### config.mk
export PLATFORM = sky130hd
export DESIGN_NAME = id_ex_operand_stage
export DESIGN_NICKNAME = d
export VERILOG_FILES = /design/src/rtl/id_ex_operand_stage.sv
export SDC_FILE = /design/constraint.sdc
export NUM_CORES = 1
export LEC_CHECK = 0
export ABC_AREA = 0
export CAP_MARGIN = 15
export CORE_UTILIZATION = 35
export CTS_CLUSTER_SIZE = 24
export DETAILED_ROUTE_END_ITERATION = 6
export PLACE_DENSITY = 0.7
export SETUP_SLACK_MARGIN = 0.4
export SLEW_MARGIN = 20
export SYNTH_ARGS = -nofsm -noshare
export SYNTH_HDL_FRONTEND = slang
export SYNTH_SLANG_ARGS = --single-unit
### constraint.sdc
create_clock -name clk -period 2.6 [get_ports clk]
set_input_delay 0.52 -clock clk [delete_from_list [all_inputs] [get_ports clk]]
set_output_delay 0.52 -clock clk [all_outputs]
set_load 0.03 [all_outputs]
### src/rtl/id_ex_operand_stage.sv
// id_ex_operand_stage: ID/EX pipeline register for the pipelined SCPU.
// Registers decoded operands and control, resolves the destination register,
// applies WB->ID bypass at capture and MEM/WB->EX forwarding on the registered
// operands, selects the ALU B operand and flags load-use hazards.
//
// Ports:
//   clk, rstn                 clock, asynchronous active-low reset
//   flush                     squash the instruction entering EX
//   id_*                      decoded instruction, register-file data, control
//   mem_regwrite/a3/result    instruction currently in MEM
//   wb_regwrite/a3/rfwd       instruction currently in WB
//   stall                     load-use hazard, PC and IF/ID hold (combinational)
//   ex_valid/regwrite/memread registered EX control
//   ex_a3                     registered destination register
//   ex_a, ex_b, ex_store_data forwarded ALU operands and store data
module id_ex_operand_stage #(
    parameter int unsigned DATA_W = 32,
    parameter int unsigned RA_W   = 5
) (
    input  logic              clk,
    input  logic              rstn,
    input  logic              flush,
    input  logic              id_valid,
    input  logic [RA_W-1:0]   id_rs,
    input  logic [RA_W-1:0]   id_rt,
    input  logic [RA_W-1:0]   id_rd,
    input  logic              id_rt_used,
    input  logic [DATA_W-1:0] id_rd1,
    input  logic [DATA_W-1:0] id_rd2,
    input  logic [DATA_W-1:0] id_imm32,
    input  logic [DATA_W-1:0] id_sha32,
    input  logic [1:0]        id_alusrc,
    input  logic [1:0]        id_regdst,
    input  logic              id_regwrite,
    input  logic              id_memread,
    input  logic              mem_regwrite,
    input  logic [RA_W-1:0]   mem_a3,
    input  logic [DATA_W-1:0] mem_result,
    input  logic              wb_regwrite,
    input  logic [RA_W-1:0]   wb_a3,
    input  logic [DATA_W-1:0] wb_rfwd,
    output logic              stall,
    output logic              ex_valid,
    output logic              ex_regwrite,
    output logic              ex_memread,
    output logic [RA_W-1:0]   ex_a3,
    output logic [DATA_W-1:0] ex_a,
    output logic [DATA_W-1:0] ex_b,
    output logic [DATA_W-1:0] ex_store_data
);

    // Control encodings shared with the decoder (ctrl_encode_def.v).
    localparam logic [1:0] ALUSRC_REG  = 2'd0;
    localparam logic [1:0] ALUSRC_IMM  = 2'd1;
    localparam logic [1:0] ALUSRC_SHA  = 2'd2;
    localparam logic [1:0] RD_RT       = 2'd0;
    localparam logic [1:0] RD_RD       = 2'd1;
    localparam logic [1:0] RD_RA       = 2'd2;
    localparam logic [RA_W-1:0] LINK_REG = '1;

    logic [RA_W-1:0]   dest_sel;
    logic [DATA_W-1:0] rs_byp;
    logic [DATA_W-1:0] rt_byp;
    logic              wb_hits_rs;
    logic              wb_hits_rt;

    // Registered operand state that feeds the EX forwarding muxes.
    logic [RA_W-1:0]   ex_rs;
    logic [RA_W-1:0]   ex_rt;
    logic [DATA_W-1:0] ex_rs_val;
    logic [DATA_W-1:0] ex_rt_val;
    logic [DATA_W-1:0] ex_imm;
    logic [DATA_W-1:0] ex_sha;
    logic [1:0]        ex_alusrc;

    logic [DATA_W-1:0] fwd_rs;
    logic [DATA_W-1:0] fwd_rt;

    // Destination select; unknown codes fall back to rt.
    always_comb begin
        dest_sel = id_rt;
        case (id_regdst)
            RD_RT:   dest_sel = id_rt;
            RD_RD:   dest_sel = id_rd;
            RD_RA:   dest_sel = LINK_REG;
            default: dest_sel = id_rt;
        endcase
    end

    // WB->ID bypass: the register file is written this same edge, so its read
    // data is still stale.
    always_comb begin
        wb_hits_rs = wb_regwrite && (wb_a3 != '0) && (wb_a3 == id_rs);
        wb_hits_rt = wb_regwrite && (wb_a3 != '0) && (wb_a3 == id_rt);
        rs_byp     = wb_hits_rs ? wb_rfwd : id_rd1;
        rt_byp     = wb_hits_rt ? wb_rfwd : id_rd2;
    end

    // Load-use hazard: a load in EX whose result the ID instruction needs.
    always_comb begin
        stall = ex_valid && ex_memread && (ex_a3 != '0) && id_valid &&
                ((ex_a3 == id_rs) || (id_rt_used && (ex_a3 == id_rt)));
    end

    // EX register; flush and stall both insert a zeroed bubble.
    always_ff @(posedge clk or negedge rstn) begin
        if (!rstn) begin
            ex_valid    <= 1'b0;
            ex_regwrite <= 1'b0;
            ex_memread  <= 1'b0;
            ex_a3       <= '0;
            ex_rs       <= '0;
            ex_rt       <= '0;
            ex_rs_val   <= '0;
            ex_rt_val   <= '0;
            ex_imm      <= '0;
            ex_sha      <= '0;
            ex_alusrc   <= ALUSRC_REG;
        end else if (flush || stall) begin
            ex_valid    <= 1'b0;
            ex_regwrite <= 1'b0;
            ex_memread  <= 1'b0;
            ex_a3       <= '0;
            ex_rs       <= '0;
            ex_rt       <= '0;
            ex_rs_val   <= '0;
            ex_rt_val   <= '0;
            ex_imm      <= '0;
            ex_sha      <= '0;
            ex_alusrc   <= ALUSRC_REG;
        end else begin
            ex_valid    <= id_valid;
            ex_regwrite <= id_regwrite && id_valid;
            ex_memread  <= id_memread && id_valid;
            ex_a3       <= dest_sel;
            ex_rs       <= id_rs;
            ex_rt       <= id_rt;
            ex_rs_val   <= rs_byp;
            ex_rt_val   <= rt_byp;
            ex_imm      <= id_imm32;
            ex_sha      <= id_sha32;
            ex_alusrc   <= id_alusrc;
        end
    end

    // EX forwarding, MEM before WB; register 0 never forwards.
    always_comb begin
        fwd_rs = ex_rs_val;
        fwd_rt = ex_rt_val;
        if (mem_regwrite && (mem_a3 != '0) && (mem_a3 == ex_rs)) begin
            fwd_rs = mem_result;
        end else if (wb_regwrite && (wb_a3 != '0) && (wb_a3 == ex_rs)) begin
            fwd_rs = wb_rfwd;
        end
        if (mem_regwrite && (mem_a3 != '0) && (mem_a3 == ex_rt)) begin
            fwd_rt = mem_result;
        end else if (wb_regwrite && (wb_a3 != '0) && (wb_a3 == ex_rt)) begin
            fwd_rt = wb_rfwd;
        end
    end

    // ALU operand selection.
    always_comb begin
        ex_a          = fwd_rs;
        ex_store_data = fwd_rt;
        ex_b          = '0;
        case (ex_alusrc)
            ALUSRC_REG: ex_b = fwd_rt;
            ALUSRC_IMM: ex_b = ex_imm;
            ALUSRC_SHA: ex_b = ex_sha;
            default:    ex_b = '0;
        endcase
    end

endmodule

==> out/metrics.cfg, run 1 <==
[status]
status=complete, but fails checks
violations=setup timing

[clocking]
root_buffer=clkbuf_16
htreeDepth=4
cts_buffer_depth=2
clock_latency_ps=430
cts.sinks=148
path_clk_slew_ps=70
cts_made_buffers=17
cts_tree=done

[hold_path]
hold_path_class=input port to asynchronous set/reset pin

[layout]
multi_input_comb_area_um2=5780
fin_util=0.710
nets=1563
fillCellCount=1594
ff_latch_area_um2=3710
layout-drive-gt1-share=0.413
areaGrowthSynthToFinish_pct=98.0

[drt]
vias=8695
finalWirelength_um=36200
drtIter0Drc=618
wl_per_cell_um=21.8
via_per_inst=5.24
drc=0
firstDrtPassIters=5
drt.antenna.violating_nets=0

[synthesis]
synth.area.top_cells=dfrtp_1 (45%), nor2_1 (7.9%), mux2i_1 (7.8%)
synth_edf_count=0
yosysSeqAreaShare=0.454
ys.flop_type=dfrtp_1
synth.top_cell.area_share=0.454
ys_ff_latch=148
synth_area_leader_cell=dfrtp_1
synth-simple-area-share=0.211
yosysWarningCount=0
synthXorXnorAreaFrac=0.0429
yosysMostFrequentCell=nor2_1
synth_top_family_by_area=simple AND/OR/NAND/NOR gates
synthTopCellsByCount=nor2_1 (171), dfrtp_1 (148), and2_1 (74)
yosysUniqueCellTypes=38
syn_nets=1112
async_reset_ff_frac=1.00
avgSynthCellArea_um2=9.28
synth_compound_area_frac=0.164
synth.area.mux_share=0.0784
syn-cell-area_um2=8170
syn_inst=880
synthAdderAreaFrac=0.00306

[pwr]
clock_power_share=0.359
netSwitchingPower_mw=2.36
comb_power_share=0.302
power.density_nw_per_um2=458
power.total_mw=7.40
p_leak_nw=6.86
internal_power_mw=5.04
irDropWorstVdd_mv=0.420
swShare=0.318
p_seq_frac=0.338

[die]
start_util=0.359
row_count=55
die_h_um=155
dieArea_um2=23900
fp.dieW_um=155
core_um2=22800
ios=335

[timing]
post-route-period-util=1.18
finalSetupViolations=96
max_freq_mhz=327
fin_ws_ps=-456
final-hold-violation-count=0
worst_pin_slew_ps=507
slew_headroom=0.662
min_period_ps=3060
skew_ps=12.2
fin_hold_ws_ps=25.8
rsz0062_at_grt=true
final_max_slew_viol_count=0

[grt]
grt_overflow_total=0
grt_pass1_vias=8980
grt_pass1_wl_um=52500
grt_start_max_net_pins=72
track_usage=0.294
antenna_found_initial=1

[critical_path]
worstSetupPathType=input port to output pin
worstSetupStartpointType=input port
required_ps=2080
worstPathArrival_ps=2540
critPathCaptureType=output pin
critPathMaxFanout=7

[job]
drv_cap=0

[place]
gp_congestion=0.886
hpwlAfterDp_um=24300
pre_cts_ws_ps=-1150
numPortBuffers=334

## worst max-delay path: stages
cell	delay (ps)
buf_6	90
or4_4	560
nor2_1	100
and4b_4	270
buf_12	170
buf_12	140
a221oi_4	290
buf_6	160
o21ai_2	60
buf_6	150
## path summary, 6_finish.rpt
kind                                        endpoint  depth (start not counted)                  from  slack (ps)
worst max-delay path                         ex_b[3]                         10              wb_a3[2]        -460
worst min-delay path            ex_imm[23]$_DFF_PN0_                          1                  rstn          30
worst max register to register    ex_a3[4]$_DFF_PN0_                          7    ex_a3[0]$_DFF_PN0_         710
worst min register to register    ex_valid$_DFF_PN0_                          5  ex_memread$_DFF_PN0_         960
max in group asynchronous         ex_rs[4]$_DFF_PN0_                          2                  rstn        1890
min in group clk                  ex_rs[3]$_DFF_PN0_                          2              id_rs[3]         550
## flip-flops by register name (all words and copies together), names as in the netlist, 2 cells and up
| name | count |
|---|---|
| ex_rt_val | 32 |
| ex_a3 | 5 |
| ex_rs_val | 32 |
| ex_sha | 32 |
| ex_imm | 32 |
| ex_rt | 5 |
| ex_alusrc | 2 |
| ex_rs | 5 |
## cell usage in the layout (no fill, tap or decap), types with 37 or more instances in the layout
master / Yosys / routed
clkdlybuf4s50_1: 0 / 214
dfrtp_1: 148 / 143
buf_6: 5 / 113
nor2_1: 171 / 112
buf_4: 9 / 94
and2_1: 74 / 73
mux2i_1: 64 / 64
buf_12: 0 / 49
nor2_2: 0 / 37
## stage by stage
| stage | instance area (um2) | TNS (ps) | cells |
|---|---|---|---|
| global route | 16200 | -37400 | 1658 |
| finish | 16200 | -30320 | 1658 |
| floorplan | 9230 | -7190 | 880 |
| CTS | 15600 | -27140 | 1635 |
| detailed placement | 13700 | -88500 | 1566 |
| global placement | 13700 | -86430 | 1566 |
## logic make-up (layout without fill, tap and decap cells)
logic type | Yosys count | in the layout
AND/OR/NAND/NOR | 370 | 371
AO/OA/AOI/OAI | 175 | 175
flip-flops | 148 | 148
buffers and inverters | 81 | 544
multiplexers | 64 | 64
XOR/XNOR | 40 | 40
adder cells (fa/ha/maj) | 2 | 2
other | 0 | 1
## power by group through the flow
stage	registers, mW	clock network, mW	logic (mW)
2_1_floorplan	2.53	0	0.906
3_3_place_gp	2.53	0	1.92
3_5_place_dp	2.53	0	1.94
4_1_cts	2.50	2.67	2.15
5_1_grt	2.51	2.79	2.34
6_report	2.50	2.66	2.24
## repair_timing
action	4_1_cts	5_1_grt
hold buffers	0	0
pin swaps	66	54
setup endpoints to repair	161	97
resized for setup	388	72
buffers inserted	30	14
gates cloned	7	8
## cell type report
cell class,count,area share
multi-input combinational,652,0.357
timing repair buffer,505,0.349
sequential,148,0.229
clock buffer,18,0.0265
tap,313,0.0242
clock inverter,14,0.0117
inverter,7,0.00163
antenna,1,0.000155
## routing by layer
| metal | wire length [um] | GRT usage | up-vias |
|---|---|---|---|
| li1 | - | - | 3959 |
| met1 | 14700 | 0.366 | 4287 |
| met2 | 18000 | 0.500 | 374 |
| met3 | 2330 | 0.0594 | 75 |
| met4 | 1180 | 0.115 | 0 |
| met5 | 0 | 0 | - |
Power figures use the tool's default switching activity.
==> inputs of run 2 (changes only) <==
--- a/config.mk
+++ b/config.mk
@@ -8,6 +8,7 @@
 export ABC_AREA = 0
 export CAP_MARGIN = 15
 export CORE_UTILIZATION = 35
+export CTS_BUF_LIST = sky130_fd_sc_hd__clkbuf_8
 export CTS_CLUSTER_SIZE = 24
 export DETAILED_ROUTE_END_ITERATION = 6
 export PLACE_DENSITY = 0.7
==> run 2 against run 1 <==
  * The flow still finishes with violations (setup timing)
  * Sequential share of layout area increased by 1.2 points
  * Register-to-register slack improved by 60 ps
  * Fmax increased by 0.27%
  * Clock power decreased by 26%
  * Via count decreased by 2.9%
  * Critical endpoint is now ex_b[20]
  * Largest cell class unchanged
==> out/metrics.cfg, run 2 (synthesis results as in run 1) <==
[clocking]
cts_tree=done
htreeDepth=4  ; unchanged
cts_made_buffers=17  ; unchanged
cts_buffer_depth=2  ; unchanged
cts.sinks=148  ; unchanged
root_buffer=clkbuf_8
path_clk_slew_ps=90  ; +20 ps
clock_latency_ps=450  ; +20 ps

[timing]
slew_headroom=0.651  ; -0.0110
min_period_ps=3050  ; -8.20 ps
worst_pin_slew_ps=524  ; +16.5 ps
rsz0062_at_grt=true
fin_ws_ps=-448  ; +8.20 ps
finalSetupViolations=96  ; unchanged
fin_hold_ws_ps=526  ; +500 ps
setup_tns_ps=-34070  ; -3750 ps
final_max_slew_viol_count=0  ; unchanged
skew_ps=12.3  ; +0.141 ps
final-hold-violation-count=0  ; unchanged
post-route-period-util=1.17  ; -0.00315
max_freq_mhz=328  ; +0.27%

[critical_path]
worstSetupPathType=flip-flop to output pin
cp_slowest_cell=dfrtp_1
required_ps=2080  ; about the same
worstPathArrival_ps=2530  ; about the same
slowest_delay_ps=420  ; -140 ps
reg2regPathDepth=7  ; unchanged
worstSetupStartpointType=flip-flop
critPathMaxFanout=4  ; -3
crit_chain=buf_6 -> xor2_1 -> nor2_1 -> nand4_1 -> buf_6 -> buf_12 -> buf_12 -> buf_12 -> a221oi_4 -> o21ai_2 -> buf_6
critPathCaptureType=output pin

[die]
ios=335  ; unchanged
row_count=55  ; unchanged
core_um2=22800  ; unchanged
die_h_um=155  ; unchanged
start_util=0.359  ; unchanged
dieArea_um2=23900  ; unchanged
fp.dieW_um=155  ; unchanged

[drt]
drt.antenna.violating_nets=0  ; unchanged
vias=8444  ; -2.9%
via_per_inst=5.16  ; -1.6%
firstDrtPassIters=6  ; +1
wl_per_cell_um=20.9  ; -4.1%
drc=0  ; unchanged
drtIter0Drc=467  ; -24%
finalWirelength_um=34300  ; -5.4%

[hold_path]
hold_path_class=input port to flip-flop
min_path_cells=3

[job]
drv_cap=0  ; unchanged

[pwr]
p_leak_nw=6.55  ; -4.5%
power.density_nw_per_um2=432  ; -5.5%
irDropWorstVdd_mv=0.240  ; -43%
power.total_mw=6.64  ; -10%

[grt]
grt_start_max_net_pins=72  ; unchanged
grt_overflow_total=0  ; unchanged
antenna_found_initial=1  ; unchanged
grt_pass1_vias=8917  ; -0.70%
grt_pass1_wl_um=52000  ; -1.1%
track_usage=0.290  ; -0.00374

[layout]
nets=1542  ; -1.3%
finish.instance_area_um2=15400  ; -5.0%
layout-drive-gt1-share=0.380  ; -0.0327
final_common_cell=clkdlybuf4s50_1
layout_common_cells=clkdlybuf4s50_1 (213), dfrtp_1 (143), nor2_1 (128), buf_4 (109), buf_6 (88)
ff_latch_area_um2=3710  ; unchanged
fillCellCount=1750  ; +9.8%
multi_input_comb_area_um2=5580  ; -3.5%
areaGrowthSynthToFinish_pct=88.1

[place]
hpwlAfterDp_um=24300  ; unchanged
placedInstanceArea_um2=13700  ; unchanged
pre_cts_ws_ps=-1150  ; unchanged
gp_congestion=0.886  ; unchanged
numPortBuffers=334  ; unchanged

[status]
violations=setup timing
status=complete, but fails checks

==> run 2: area by class of cell <==
class	instances	area share
Multi-Input combinational cell	651	0.363
Timing Repair Buffer	485	0.340
Sequential cell	148	0.242
Tap cell	313	0.0255
Clock buffer	17	0.0152
Clock inverter	15	0.0125
Inverter	7	0.00171
Antenna cell	1	0.000163
==> run 2: metrics by stage <==
stage	std cells	util
final	1637	0.674
after global routing	1637	0.674
after CTS	1631	0.666
after detailed placement	1566	0.600
after global placement	1566	0.600
after floorplan	880	-
==> run 2: critical path, delay by kind of cell (launching register included) <==
kind | cells | cell delay (ps)
DFF | 1 | 420
xor gates and xnor gates | 1 | 130
buffers and inverters | 6 | 810
and+or+nand+nor | 2 | 320
AOI/OAI and AO/OA | 2 | 410
==> run 2: repair_timing <==
action / 4_1_cts / 5_1_grt
hold endpoints to repair: 9 / 0
gates cloned: 5 / 0
pin swaps: 77 / 40
resized for setup: 332 / 43
setup buffers: 27 / 5
setup endpoints to repair: 161 / 161
hold buffers: 1 / 0
==> run 2: path summary, 6_finish.rpt <==
kind                                      start                      to  slack (ps)
setup / recovery             ex_rt[3]$_DFF_PN0_                ex_b[20]        -450
hold / removal                         id_rt[1]      ex_rt[1]$_DFF_PN0_         530
setup reg to reg             ex_a3[4]$_DFF_PN0_      ex_a3[0]$_DFF_PN0_         770
hold reg to reg            ex_memread$_DFF_PN0_      ex_valid$_DFF_PN0_         870
max in group asynchronous                  rstn  ex_rt_val[1]$_DFF_PN0_        1330
min in group asynchronous                  rstn    ex_sha[23]$_DFF_PN0_         570
==> run 2: routing by layer <==
metal,track usage,routed length [um]
met1,0.366,14000
met2,0.491,17100
met3,0.0566,2190
met4,0.112,1050
met5,0,0
==> run 2: where the power goes <==
| part | switching (mW) | internal, mW |
|---|---|---|
| clock | 1.08 | 0.906 |
| sequential | 0.0772 | 2.42 |
| combinational | 1.05 | 1.11 |
| total | 2.21 | 4.44 |
==> inputs of run 3 (changes only) <==
--- a/config.mk
+++ b/config.mk
@@ -5,13 +5,13 @@
 export SDC_FILE = /design/constraint.sdc
 export NUM_CORES = 1
 export LEC_CHECK = 0
-export ABC_AREA = 0
+export ABC_AREA = 1
 export CAP_MARGIN = 15
 export CORE_UTILIZATION = 35
 export CTS_BUF_LIST = sky130_fd_sc_hd__clkbuf_8
 export CTS_CLUSTER_SIZE = 24
 export DETAILED_ROUTE_END_ITERATION = 6
-export PLACE_DENSITY = 0.7
+export PLACE_DENSITY = 0.67
 export SETUP_SLACK_MARGIN = 0.4
 export SLEW_MARGIN = 20
 export SYNTH_ARGS = -nofsm -noshare
==> run 3 against run 2 <==
  * Synthesized cell count grew 61%
  * The run still ends with setup timing left
  * Critical path depth is the same
  * Register-to-register slack gained 160 ps
  * Largest power group unchanged
  * Sequential share of layout area shrank 1.6 points
==> out/metrics.cfg, run 3 <==
[grt]
track_usage=0.281  ; -0.00944
antenna_found_initial=6  ; +5
grt_overflow_total=0  ; unchanged
grt_pass1_vias=10420  ; +17%
grt_pass1_wl_um=59800  ; +15%
grt_start_max_net_pins=59  ; -18%

[pwr]
netSwitchingPower_mw=2.44  ; +10%
clock_power_share=0.290  ; -0.009
p_leak_nw=8.47  ; +29%
p_seq_frac=0.358  ; -0.019
power.total_mw=6.92  ; +4.1%
power.density_nw_per_um2=422  ; -2.5%
internal_power_mw=4.48  ; +1.0%
comb_power_share=0.352  ; +0.027
swShare=0.352  ; +0.0200
irDropWorstVdd_mv=0.425  ; +77%

[clocking]
cts_hold_buf=0  ; -1
cts_tree=done
clock_latency_ps=460  ; about the same
root_buffer=clkbuf_8
path_clk_slew_ps=100  ; about the same
cts_made_buffers=17  ; unchanged
cts_buffer_depth=2  ; unchanged
htreeDepth=4  ; unchanged
cts.sinks=148  ; unchanged

[drt]
wl_per_cell_um=18.7  ; -11%
vias=10756  ; +27%
firstDrtPassIters=5  ; -1
finalWirelength_um=40400  ; +18%
drc=0  ; unchanged
via_per_inst=4.97  ; -3.7%
drt.antenna.violating_nets=0  ; unchanged
drtIter0Drc=801  ; +72%

[status]
violations=setup timing
status=complete, but fails checks

[layout]
layout_common_cells=inv_1 (310), clkdlybuf4s50_1 (217), nand2_1 (163), nand3_1 (162), nor2_1 (155)
areaGrowthSynthToFinish_pct=71.6
fin_util=0.611  ; -0.0638
ff_latch_area_um2=3700  ; -0.17%
layout-drive-gt1-share=0.293  ; -0.0872
final_cells=2166  ; +32%
fillCellCount=2328  ; +33%
final_common_cell=inv_1
nets=2038  ; +32%
multi_input_comb_area_um2=5470  ; -1.9%

[timing]
final-hold-violation-count=0  ; unchanged
max_freq_mhz=348  ; +6.0%
finalSetupViolations=96  ; unchanged
worst_pin_slew_ps=647  ; +123 ps
min_period_ps=2880  ; -173 ps
skew_ps=9.93  ; -2.42 ps
final_max_slew_viol_count=0  ; unchanged
fin_hold_ws_ps=37.3  ; -489 ps
rsz0062_at_grt=true
slew_headroom=0.569  ; -0.0821
fin_ws_ps=-275  ; +173 ps
post-route-period-util=1.11  ; -0.0664

[critical_path]
worstSetupStartpointType=flip-flop
worstSetupPathType=flip-flop to output pin
required_ps=2080  ; about the same
worstPathArrival_ps=2360  ; -170 ps
critPathMaxFanout=8  ; +4
critPathCaptureType=output pin

[job]
drv_cap=0  ; unchanged

[place]
numPortBuffers=334  ; unchanged
gp_congestion=0.916  ; +3.4%
hpwlAfterDp_um=27700  ; +14%
place_inst=2084  ; +33%
pre_cts_ws_ps=-422  ; +724 ps

[synthesis]
syn_nets=1653  ; +49%
yosysMostFrequentCell=inv_1
syn-cell-area_um2=9560  ; +17%
yosysUniqueCellTypes=29  ; -24%
async_reset_ff_frac=1.00  ; unchanged
ys_ff_latch=148  ; unchanged
synth.top_cell.area_share=0.387  ; -0.0661
yosysWarningCount=0  ; unchanged
synthTopCellsByCount=inv_1 (314), nand3_1 (262), nand2_1 (242)
synth.area.top_cells=dfrtp_1 (39%), nand3_1 (14%), inv_1 (12%)
avgSynthCellArea_um2=6.73  ; -28%
ys.flop_type=dfrtp_1
syn_inst=1421  ; +61%
synth_edf_count=0  ; unchanged
yosysSeqAreaShare=0.387  ; -0.0661
synth_area_leader_cell=dfrtp_1

[die]
core_um2=26900  ; +18%
row_count=60  ; +9.1%
start_util=0.356  ; -0.00280
fp.dieW_um=167  ; +8.1%
dieArea_um2=28000  ; +17%
ios=335  ; unchanged
die_h_um=167  ; +8.1%

[hold_path]
hold_path_class=input port to asynchronous set/reset pin

==> run 3: cell families (layout without fill, tap and decap cells) <==
group                    count (synthesis)  after routing  share of synthesized area
AO/OA/AOI/OAI                           77             77                     0.0408
XOR/XNOR                                31             31                     0.0284
adder cells (fa/ha/maj)                  2              2                    0.00262
buffers and inverters                  402            800                      0.176
flip-flops                             148            148                      0.387
other                                    0              6                          0
AND/OR/NAND/NOR                        761            761                      0.365
==> run 3: worst max-delay path, cell delays in order (launching register included) <==
cell and delay, ps:
dfrtp_1 430, buf_6 140, xnor2_2 130, nand2_2 90
nor2_1 120, nand3b_1 160, buf_6 180, clkbuf_16 170
nand3_2 90, nand3_2 110, nand2_2 130, buf_12 120
==> run 3: cell type report <==
| class | count | share of cell area |
|---|---|---|
| clock inverters | 14 | 0.0111 |
| clock buffers | 18 | 0.0151 |
| flip-flops and latches | 148 | 0.226 |
| inverters | 315 | 0.0721 |
| repair buffers | 453 | 0.316 |
| diodes | 6 | 0.000915 |
| well taps | 341 | 0.0260 |
| multi-input cells | 871 | 0.333 |
==> run 3: worst paths after layout <==
check                                     start                      end  slack, ps  cells past startpoint
max                          ex_rt[0]$_DFF_PN0_                 ex_b[17]       -280                     11
min                                        rstn  ex_rs_val[14]$_DFF_PN0_         40                      1
max reg2reg                  ex_a3[4]$_DFF_PN0_  ex_rt_val[17]$_DFF_PN0_        930                      8
min reg2reg                ex_memread$_DFF_PN0_       ex_valid$_DFF_PN0_        870                      5
max in group asynchronous                  rstn     ex_sha[24]$_DFF_PN0_       1790                      2
min in group clk                       id_rs[0]       ex_rs[0]$_DFF_PN0_        490                      3
==> run 3: power by group through the flow <==
stage          combinational, mW  clock (mW)  sequential [mW]
6_report                    2.43        2.01             2.48
5_1_grt                     2.59        2.14             2.49
4_1_cts                     2.29        2.04             2.47
3_5_place_dp                2.10           0             2.52
3_3_place_gp                2.09           0             2.52
2_1_floorplan              0.991           0             2.52
==> run 3: repair_timing <==
action / 4_1_cts / 5_1_grt
gates resized for setup: 207 / 131
gates cloned: 12 / 7
hold endpoints to repair: 0 / 0
setup endpoints to repair: 97 / 97
pin swaps: 32 / 39
setup buffers: 17 / 8
==> run 3: layer usage <==
layer  GRT usage  part of all wire  wire length [um]
met5           0                 0                 0
met4       0.132             0.045              1820
met3      0.0643             0.076              3090
met2       0.453              0.47             19100
met1       0.357              0.40             16400
==> run 3: per-stage QoR <==
stage / TNS, ps / area, um2
finish: -17250 / 16400
global route: -26000 / 16400
CTS: -15650 / 15600
detailed placement: -30570 / 13900
global placement: -26430 / 13900
floorplan: 0 / 9770
